<file path="src/rtl/sub_div_ctrl.sv">
// sub_div_ctrl: 4-bit unsigned divider built from repeated subtraction.
// One 4-bit `sub` unit computes the running remainder minus the latched divisor
// once per cycle. Iteration stops when the remainder drops below the divisor.
//
// Ports:
//   clk    in   system clock, rising edge
//   rst_n  in   synchronous active-low reset
//   start  in   request, sampled only in IDLE
//   a      in   [3:0] dividend
//   b      in   [3:0] divisor
//   quot   out  [3:0] quotient (4'hF on divide-by-zero)
//   rem    out  [3:0] remainder (dividend on divide-by-zero)
//   err    out  divide-by-zero flag
//   busy   out  high in SUB and DONE
//   done   out  one-cycle result pulse

// 4-bit subtractor, c = a - b modulo 16.
module sub (
  input  logic [3:0] a,
  input  logic [3:0] b,
  output logic [3:0] c
);
  assign c = a - b;
endmodule

// state  | meaning
// -------+--------------------------------------------------
// S_IDLE | waiting for start; results held
// S_SUB  | one subtraction per cycle while remainder >= divisor
// S_DONE | results valid, done pulse, back to idle next cycle
module sub_div_ctrl (
  input  logic       clk,
  input  logic       rst_n,
  input  logic       start,
  input  logic [3:0] a,
  input  logic [3:0] b,
  output logic [3:0] quot,
  output logic [3:0] rem,
  output logic       err,
  output logic       busy,
  output logic       done
);

  typedef enum logic [1:0] {
    S_IDLE = 2'd0,
    S_SUB  = 2'd1,
    S_DONE = 2'd2
  } state_t;

  state_t     state_q, state_d;
  logic [3:0] r_q, r_d;
  logic [3:0] dv_q, dv_d;
  logic [3:0] cnt_q, cnt_d;
  logic [3:0] quot_q, quot_d;
  logic [3:0] rem_q, rem_d;
  logic       err_q, err_d;
  logic       busy_q, busy_d;
  logic       done_q, done_d;
  logic [3:0] diff;

  sub u_sub (
    .a (r_q),
    .b (dv_q),
    .c (diff)
  );

  always_comb begin
    state_d = state_q;
    r_d     = r_q;
    dv_d    = dv_q;
    cnt_d   = cnt_q;
    quot_d  = quot_q;
    rem_d   = rem_q;
    err_d   = err_q;
    case (state_q)
      S_IDLE: begin
        if (start) begin
          r_d    = a;
          dv_d   = b;
          cnt_d  = 4'd0;
          quot_d = 4'd0;
          rem_d  = 4'd0;
          err_d  = 1'b0;
          if (b == 4'd0) begin
            // Divide-by-zero short-circuits straight to the result.
            quot_d  = 4'hF;
            rem_d   = a;
            err_d   = 1'b1;
            state_d = S_DONE;
          end else begin
            state_d = S_SUB;
          end
        end
      end
      S_SUB: begin
        // Subtract only when it cannot wrap; the sub borrow is not needed.
        if (r_q >= dv_q) begin
          r_d   = diff;
          cnt_d = cnt_q + 4'd1;
        end else begin
          quot_d  = cnt_q;
          rem_d   = r_q;
          err_d   = 1'b0;
          state_d = S_DONE;
        end
      end
      S_DONE: state_d = S_IDLE;
      default: state_d = S_IDLE;
    endcase
    // Status outputs are registered from the next state so they line up with it.
    busy_d = (state_d != S_IDLE);
    done_d = (state_d == S_DONE);
  end

  always_ff @(posedge clk) begin
    if (!rst_n) begin
      state_q <= S_IDLE;
      r_q     <= 4'd0;
      dv_q    <= 4'd0;
      cnt_q   <= 4'd0;
      quot_q  <= 4'd0;
      rem_q   <= 4'd0;
      err_q   <= 1'b0;
      busy_q  <= 1'b0;
      done_q  <= 1'b0;
    end else begin
      state_q <= state_d;
      r_q     <= r_d;
      dv_q    <= dv_d;
      cnt_q   <= cnt_d;
      quot_q  <= quot_d;
      rem_q   <= rem_d;
      err_q   <= err_d;
      busy_q  <= busy_d;
      done_q  <= done_d;
    end
  end

  assign quot = quot_q;
  assign rem  = rem_q;
  assign err  = err_q;
  assign busy = busy_q;
  assign done = done_q;

endmodule
</file>
<file path="config.mk">
export PLATFORM = sky130hd
export DESIGN_NAME = sub_div_ctrl
export DESIGN_NICKNAME = d
export VERILOG_FILES = /design/src/rtl/sub_div_ctrl.sv
export SDC_FILE = /design/constraint.sdc
export NUM_CORES = 1
export LEC_CHECK = 0
export BUFFER_PORTS_ARGS = -buffer_cell sky130_fd_sc_hd__buf_2
export CAP_MARGIN = 20
export CORE_AREA = 2 2 52 59
export CTS_BUF_LIST = sky130_fd_sc_hd__clkbuf_8
export CTS_CLUSTER_DIAMETER = 150
export CTS_CLUSTER_SIZE = 25
export DETAILED_ROUTE_END_ITERATION = 10
export DIE_AREA = 0 0 54 61
export PLACE_DENSITY = 0.66
export REMOVE_ABC_BUFFERS = 1
export SYNTH_ARGS = -nofsm -noshare
export SYNTH_HDL_FRONTEND = slang
export SYNTH_SLANG_ARGS = --single-unit
</file>
<file path="constraint.sdc">
create_clock -name clk -period 3 [get_ports clk]
set_clock_uncertainty 0.1 [all_clocks]
set_input_delay 0.6 -clock clk [delete_from_list [all_inputs] [get_ports clk]]
set_output_delay 0.6 -clock clk [all_outputs]
set_load 0.05 [all_outputs]
</file>
==> results of run 1 <==
-- final cells by class --
| class | count | area share (%) |
|---|---|---|
| clock buffers | 3 | 2.91 |
| clock inverters | 1 | 0.353 |
| inverters | 8 | 2.12 |
| multi-input cells | 106 | 47.9 |
| flip-flops and latches | 25 | 35.3 |
| well taps | 33 | 2.91 |
| repair buffers | 23 | 8.47 |
-- registers in the layout (all words and copies together) (netlist names) --
| name | flops |
|---|---|
| done | 1 |
| quot | 4 |
| dv_q | 4 |
| err | 1 |
| r_q | 4 |
| rem | 4 |
| cnt_q | 4 |
| busy | 1 |
| state_q | 2 |
-- worst max-delay path: stages, from the launching register on --
cell and delay (ns):
sky130_fd_sc_hd__dfxtp_1 0.33, sky130_fd_sc_hd__inv_1 0.06, sky130_fd_sc_hd__ha_1 0.15, sky130_fd_sc_hd__inv_1 0.05, sky130_fd_sc_hd__fa_1 0.41, sky130_fd_sc_hd__a211o_1 0.33
sky130_fd_sc_hd__a211oi_4 0.42, sky130_fd_sc_hd__nor3_1 0.09, sky130_fd_sc_hd__a311oi_1 0.28
-- worst max-delay path by stage --
stage	slack, ns	cells after the start	end	startpoint
2_1_floorplan	0.95	8	quot[0]	r_q[0]
3_3_place_gp	0.81	8	rem[2]	r_q[0]
3_5_place_dp	0.70	8	rem[3]	r_q[0]
4_1_cts	0.67	8	rem[3]	r_q[0]
5_1_grt	0.52	8	rem[2]	r_q[0]
6_report	0.68	8	rem[3]	r_q[0]
-- per-stage QoR --
step	hold WS (ns)	std cells
6_report	0.362	199
5_1_grt	0.390	199
4_1_cts	0.362	199
3_5_place_dp	0.350	195
3_3_place_gp	0.345	195
2_1_floorplan	0.336	139
-- cell families (layout without fill, tap and decap cells) --
logic type               after synthesis  in the layout  share of synthesized area [%]
multiplexers                           1              1                          0.798
AND/OR/NAND/NOR                       57             57                           23.2
AO/OA/AOI/OAI                         40             40                           22.3
flip-flops                            25             25                           39.9
XOR/XNOR                               2              2                           1.40
buffers and inverters                 17             35                           5.89
adder cells (fa/ha/maj)                6              6                           6.59
-- layer usage --
metal  part of all wire (%)  up-vias  GRT usage, %
met1                     45      559          25.3
met2                     49       31          38.2
li1                       -      573             -
met5                      0        -             0
met3                    4.7        5          2.96
met4                    1.5        0          8.57
-- cell usage in the layout, fill, tap and decap left out, drive strengths merged --
master / Yosys / routed
a2111oi: 1 / 1
a211o: 2 / 2
a211oi: 2 / 2
a21o: 1 / 1
a21oi: 13 / 13
a311oi: 6 / 6
a31oi: 2 / 2
a32oi: 1 / 1
a41o: 1 / 1
buf: 6 / 23
clkbuf: 3 / 3
clkinv: 0 / 1
dfxtp: 25 / 25
fa: 1 / 1
ha: 5 / 5
inv: 8 / 8
mux2i: 1 / 1
nand2: 23 / 23
nand2b: 3 / 3
nand3: 9 / 9
nand3b: 3 / 3
nand4: 1 / 1
nand4b: 2 / 2
nor2: 5 / 5
nor2b: 1 / 1
nor3: 7 / 7
nor3b: 1 / 1
nor4: 1 / 1
o211ai: 1 / 1
o21a: 3 / 3
o21ai: 6 / 6
o22ai: 1 / 1
or3b: 1 / 1
xnor2: 1 / 1
xor2: 1 / 1
-- power by group --
part | internal (µW) | switching (µW)
registers | 391 | 49.9
logic | 175 | 340
clock network | 93.1 | 109
total | 660 | 499
==> out/qor_table.md, run 1 <==
| Stage | Result | Reported |
|---|---|---|
| synth | Netlist area before placement | 1250 µm² |
| clock network | Worst-path clk slew | 0.09 ns |
| synth | Synthesized area divided by synthesized cell count | 8.47 µm² |
| drt | Routed Antenna Nets | 0 |
| synth | Top area cells in the synthesized netlist | sky130_fd_sc_hd__dfxtp_1, sky130_fd_sc_hd__nand2_1, sky130_fd_sc_hd__a21oi_1 |
| critical path | Worst flop-to-flop path endpoint | rem[3] |
| critical path | R2r setup slk | 0.68 ns |
| critical path | Type of element launching the critical path | register |
| floorplanning | Die height | 61 µm |
| floorplanning | Horizontal die dimension | 54 µm |
| placed design | Post-Place Setup Slack | 0.704 ns |
| finish | Total area of sequential cells | 500 µm² |
| power | Final total power | 1160 µW |
| critical path | Worst path required time | 3.08 ns |
| synth | Synth Register Bits | 25 |
| timing | Final Slew Violations | 0 |
| critical path | Critical path class | register to register |
| synth | Top cells by count, synth | sky130_fd_sc_hd__dfxtp_1, sky130_fd_sc_hd__nand2_1, sky130_fd_sc_hd__a21oi_1 |
| clock network | Clk root buf | sky130_fd_sc_hd__clkbuf_8 |
| clock network | Total of cells resized after clock tree synthesis | 0 |
| finish | Layout filler cell count | 272 |
| clock network | Maximum root-to-sink buffer count | 2 |
| placed design | Port Buffer Count | 21 |
| critical path | Critical path endpoint category | register |
| floorplanning | Initial core utilization | 46.4% |
| worst hold path | Terminating pin of the worst hold path | dv_q[1] |
| clock network | Clock tree from TritonCTS | built |
| drt | Drt drc | 0 |
| finish | Finished layout cell area | 1420 µm² |
| grt | Wire length of the first global-routing pass | 4930 µm |
| synth | Area share of the largest cell type after synthesis | 39.9% |
| finish | Number of antenna diodes | 0 |
| finish | Area growth, synth to finish | 13.1% |
| timing | RSZ-0062 raised after global routing | false |
| grt | Via count of the first global-routing pass | 1070 |
| drt | Via-to-Cell Ratio | 5.87 |
| synth | Dominant cell by count in the synthesized netlist | sky130_fd_sc_hd__dfxtp_1 |
| placed design | Half-perimeter wire length after detailed placement | 2250 µm |
| synth | Number of instances in the synthesized netlist | 148 |
| floorplanning | Row count | 20 |
| grt | Antenna violations before repair | 0 |
| run | Max Cap Violations | 0 |
| worst hold path | Number of cells on the worst hold path | 2 |
| clock network | TritonCTS buffer count | 3 |
| timing | Worst rel slew slack | 52.2% |
| placed design | Area of placed instances | 1370 µm² |
| worst hold path | Start point of the worst min-delay path | dv_q[1] |
| timing | Setup slack of the critical path after layout | 0.680 ns |
| clock network | Number of hold-repair buffers added at the cts stage | 0 |
| power | Total power density per cell area | 818 nW/µm² |
| grt | Total track usage | 21.3% |
| critical path | R2r worst-path depth | 8 |
| power | Maximum resistive drop on vdd | 0.349 mV |
| critical path | Arrival time of the worst setup path | 2.40 ns |
| worst hold path | Class of the most critical hold timing path | register to register |
| clock network | Post-CTS setup buffer count | 0 |
| critical path | Reg-to-reg critical path startpoint | r_q[0] |
| clock network | Clock Latency Late Sink | 0.27 ns |
| timing | Worst Tran Pin Value | 0.711 ns |
| synth | Library cell with the largest summed area after synthesis | sky130_fd_sc_hd__dfxtp_1 |
| finish | Fraction of layout instances using a drive strength above 1 | 19.3% |
| floorplanning | Core Footprint | 2700 µm² |
| finish | Combined area of the multi-input logic cells | 679 µm² |
| grt | Total grt overflow | 0 |
| clock network | H-tree Lvls | 1 |
| timing | Fin crit share | 77.3% |
| timing | Setup Viol. Count Final | 0 |
| timing | Hold Fails Final Rpt | 0 |
| run status | Status | finished clean |
| synth | Share of async-settable or async-resettable flops after synthesis | 0% |
| finish | Total number of nets in the final design | 184 |
| drt | Initial DRC Count | 37 |
| clock network | Number of clock sinks seen by CTS | 25 |
| grt | Maximum number of pins on one net before global-route repair | 17 |
| critical path | Peak fanout along the critical path | 8 |
| synth | Cell variety after synth | 37 |
| timing | Upper clock frequency limit | 431 MHz |
| floorplanning | Die Area | 3290 µm² |
| timing | Sum Neg Setup Slack | 0 ns |
| synth | Sequential share of the synthesized area | 39.9% |
| synth | Most common flop cell mapped by yosys | sky130_fd_sc_hd__dfxtp_1 |
| synth | Yosys warnings | 0 |
| drt | Count of vias placed by the detailed router | 1168 |
| drt | Final wirelength | 3110 µm |
| synth | EDFF count, synth | 0 |
| timing | Shortest period the worst path allows | 2.32 ns |
| power | Leakage dissipation | 0.000559 µW |
| placed design | Final Wtd Congestion | 0.912 |
| drt | Drt wl/cell | 15.6 µm |
| finish | Utilization after layout | 52.5% |
| floorplanning | Boundary Pins | 22 |
| drt | Detailed Routing Iterations Pass 1 | 4 |
Note: power is estimated with default switching activity, not from simulation.
==> run 2, diff against run 1 <==
- PLACE_DENSITY: 0.66 -> 0.69
- clock period: 3 -> 1.96 ns (I/O delays scaled with it)
==> out/qor_table.md, run 2 (same netlist as run 1, synthesis figures left out) <==
| Stage | Result | Reported |
|---|---|---|
| critical path | Critical path endpoint category | register |
| clock network | H-tree Lvls | 1 |
| critical path | Arrival time of the worst setup path | 2.27 ns |
| placed design | Half-perimeter wire length after detailed placement | 2390 µm |
| critical path | Type of element launching the critical path | register |
| floorplanning | Core Footprint | 2700 µm² |
| drt | Detailed Routing Iterations Pass 1 | 4 |
| grt | Wire length of the first global-routing pass | 5210 µm |
| worst hold path | Start point of the worst min-delay path | start |
| run status | Status | complete, but fails checks |
| critical path | Worst path required time | 2.03 ns |
| grt | Maximum number of pins on one net before global-route repair | 16 |
| critical path | Critical path class | register to register |
| critical path | Peak fanout along the critical path | 4 |
| critical path | List of cells traversed by the critical path | inv_2 > ha_4 > inv_2 > fa_2 > a211o_4 > a211oi_4 > buf_4 > nor3_2 > a311oi_1 |
| grt | Total grt overflow | 0 |
| clock network | Clock Latency Late Sink | 0.28 ns |
| critical path | Slowest Stage Delay on Critical Path | 0.35 ns |
| finish | Leading cell type in the layout, fill and taps excluded | sky130_fd_sc_hd__dfxtp_1 |
| run | Max Cap Violations | 0 |
| floorplanning | Boundary Pins | 22 |
| timing | Worst-case hold slack | 0.239 ns |
| power | Total power density per cell area | 1260 nW/µm² |
| timing | Shortest period the worst path allows | 2.19 ns |
| clock network | Number of hold-repair buffers added at the cts stage | 0 |
| drt | Initial DRC Count | 25 |
| floorplanning | Row count | 20 |
| floorplanning | Horizontal die dimension | 54 µm |
| critical path | Reg-to-reg critical path startpoint | r_q[0] |
| clock network | Number of clock sinks seen by CTS | 25 |
| power | Maximum resistive drop on vdd | 0.732 mV |
| floorplanning | Die height | 61 µm |
| grt | Via count of the first global-routing pass | 1179 |
| clock network | Worst-path clk slew | 0.09 ns |
| timing | RSZ-0062 raised after global routing | true |
| drt | Drt wl/cell | 15.7 µm |
| timing | Worst Tran Pin Value | 0.393 ns |
| finish | Utilization after layout | 62.5% |
| placed design | Final Wtd Congestion | 0.803 |
| grt | Total track usage | 22.2% |
| finish | Layout filler cell count | 236 |
| run status | Violated checks | negative setup slack |
| finish | Total number of nets in the final design | 203 |
| timing | Hold Fails Final Rpt | 0 |
| drt | Via-to-Cell Ratio | 5.63 |
| drt | Drt drc | 0 |
| timing | Worst rel slew slack | 73.8% |
| critical path | Worst Setup SP | r_q[0] |
| finish | Non-filler cells, final | 218 |
| worst hold path | Class of the most critical hold timing path | input port to register |
| power | Leakage dissipation | 0.000672 µW |
| power | Final total power | 2130 µW |
| placed design | Inst Count DP | 209 |
| finish | Fraction of layout instances using a drive strength above 1 | 41.6% |
| floorplanning | Initial core utilization | 46.4% |
| timing | Setup Viol. Count Final | 12 |
| clock network | Clk root buf | sky130_fd_sc_hd__clkbuf_8 |
| critical path | Slowest stage cell on the critical path | sky130_fd_sc_hd__fa_2 |
| clock network | Maximum root-to-sink buffer count | 2 |
| grt | Antenna violations before repair | 0 |
| drt | Final wirelength | 3420 µm |
| finish | Commonest non-fill, non-tap cells in the layout | sky130_fd_sc_hd__dfxtp_1, sky130_fd_sc_hd__buf_2, sky130_fd_sc_hd__nand2_1 |
| floorplanning | Die Area | 3290 µm² |
| finish | Number of antenna diodes | 0 |
| placed design | Port Buffer Count | 21 |
| critical path | Most common cell on crit path | sky130_fd_sc_hd__inv_2 |
| finish | Area growth, synth to finish | 34.8% |
| drt | Routed Antenna Nets | 0 |
| placed design | Post-Place Setup Slack | -0.352 ns |
| drt | Count of vias placed by the detailed router | 1227 |
| clock network | TritonCTS buffer count | 3 |
| timing | Upper clock frequency limit | 456 MHz |
| clock network | Clock tree from TritonCTS | built |
| timing | Setup slack of the critical path after layout | -0.231 ns |
| timing | Final Slew Violations | 0 |
| timing | Fin crit share | 112% |
run 2: routing by layer:
layer | share of wire [%] | up-vias | wire (µm) | GRT usage [%]
met5 | 0 | - | 0 | 0
met4 | 2.7 | 0 | 93 | 11.4
met3 | 4.1 | 9 | 141 | 3.20
met2 | 48 | 32 | 1660 | 36.8
met1 | 45 | 583 | 1530 | 27.9
li1 | - | 603 | - | -
run 2: final timing paths:
| path | to | depth (start not counted) | slack (ns) |
|---|---|---|---|
| worst max-delay path | rem[0] | 9 | -0.23 |
| worst min-delay path | busy | 3 | 0.24 |
| worst max register to register | rem[0] | 9 | -0.23 |
| worst min register to register | dv_q[1] | 2 | 0.37 |
run 2: cell type report:
| type | count | area (µm²) | share of cell area [%] |
|---|---|---|---|
| multi-input cells | 106 | 797 | 47.2 |
| flip-flops and latches | 25 | 503 | 29.8 |
| repair buffers | 42 | 270 | 16.0 |
| clock buffers | 3 | 41.3 | 2.44 |
| well taps | 33 | 41.3 | 2.44 |
| inverters | 8 | 30.0 | 1.78 |
| clock inverters | 1 | 7.51 | 0.444 |
run 2: worst max-delay path: cells and delay by family (launching register included):
family,cells,cell delay [ns]
compound gates,3,0.85
fa+ha+maj,2,0.49
buf+inv,3,0.28
flops,1,0.34
simple gates,1,0.04
run 2: power by group:
part / internal [µW] / leakage (µW) / total (µW) / switching (µW)
Clock: 144 / 0.0000217 / 320 / 176
Sequential: 601 / 0.000206 / 687 / 85.4
Combinational: 467 / 0.000445 / 1120 / 654
Total: 1210 / 0.000672 / 2130 / 915
run 2: through the flow:
stage | TNS, ns | cell area, µm²
global placement | -1.70 | 1480
global route | -2.57 | 1690
detailed placement | -3.70 | 1480
CTS | -1.81 | 1620
finish | -1.46 | 1690
floorplan | -0.637 | 1210
run 2: repair_timing:
action                     CTS  global route
gates cloned                 1             0
pin swaps                   16             9
buffers inserted             3             2
setup endpoints to repair   20            20
resized for setup           21            14
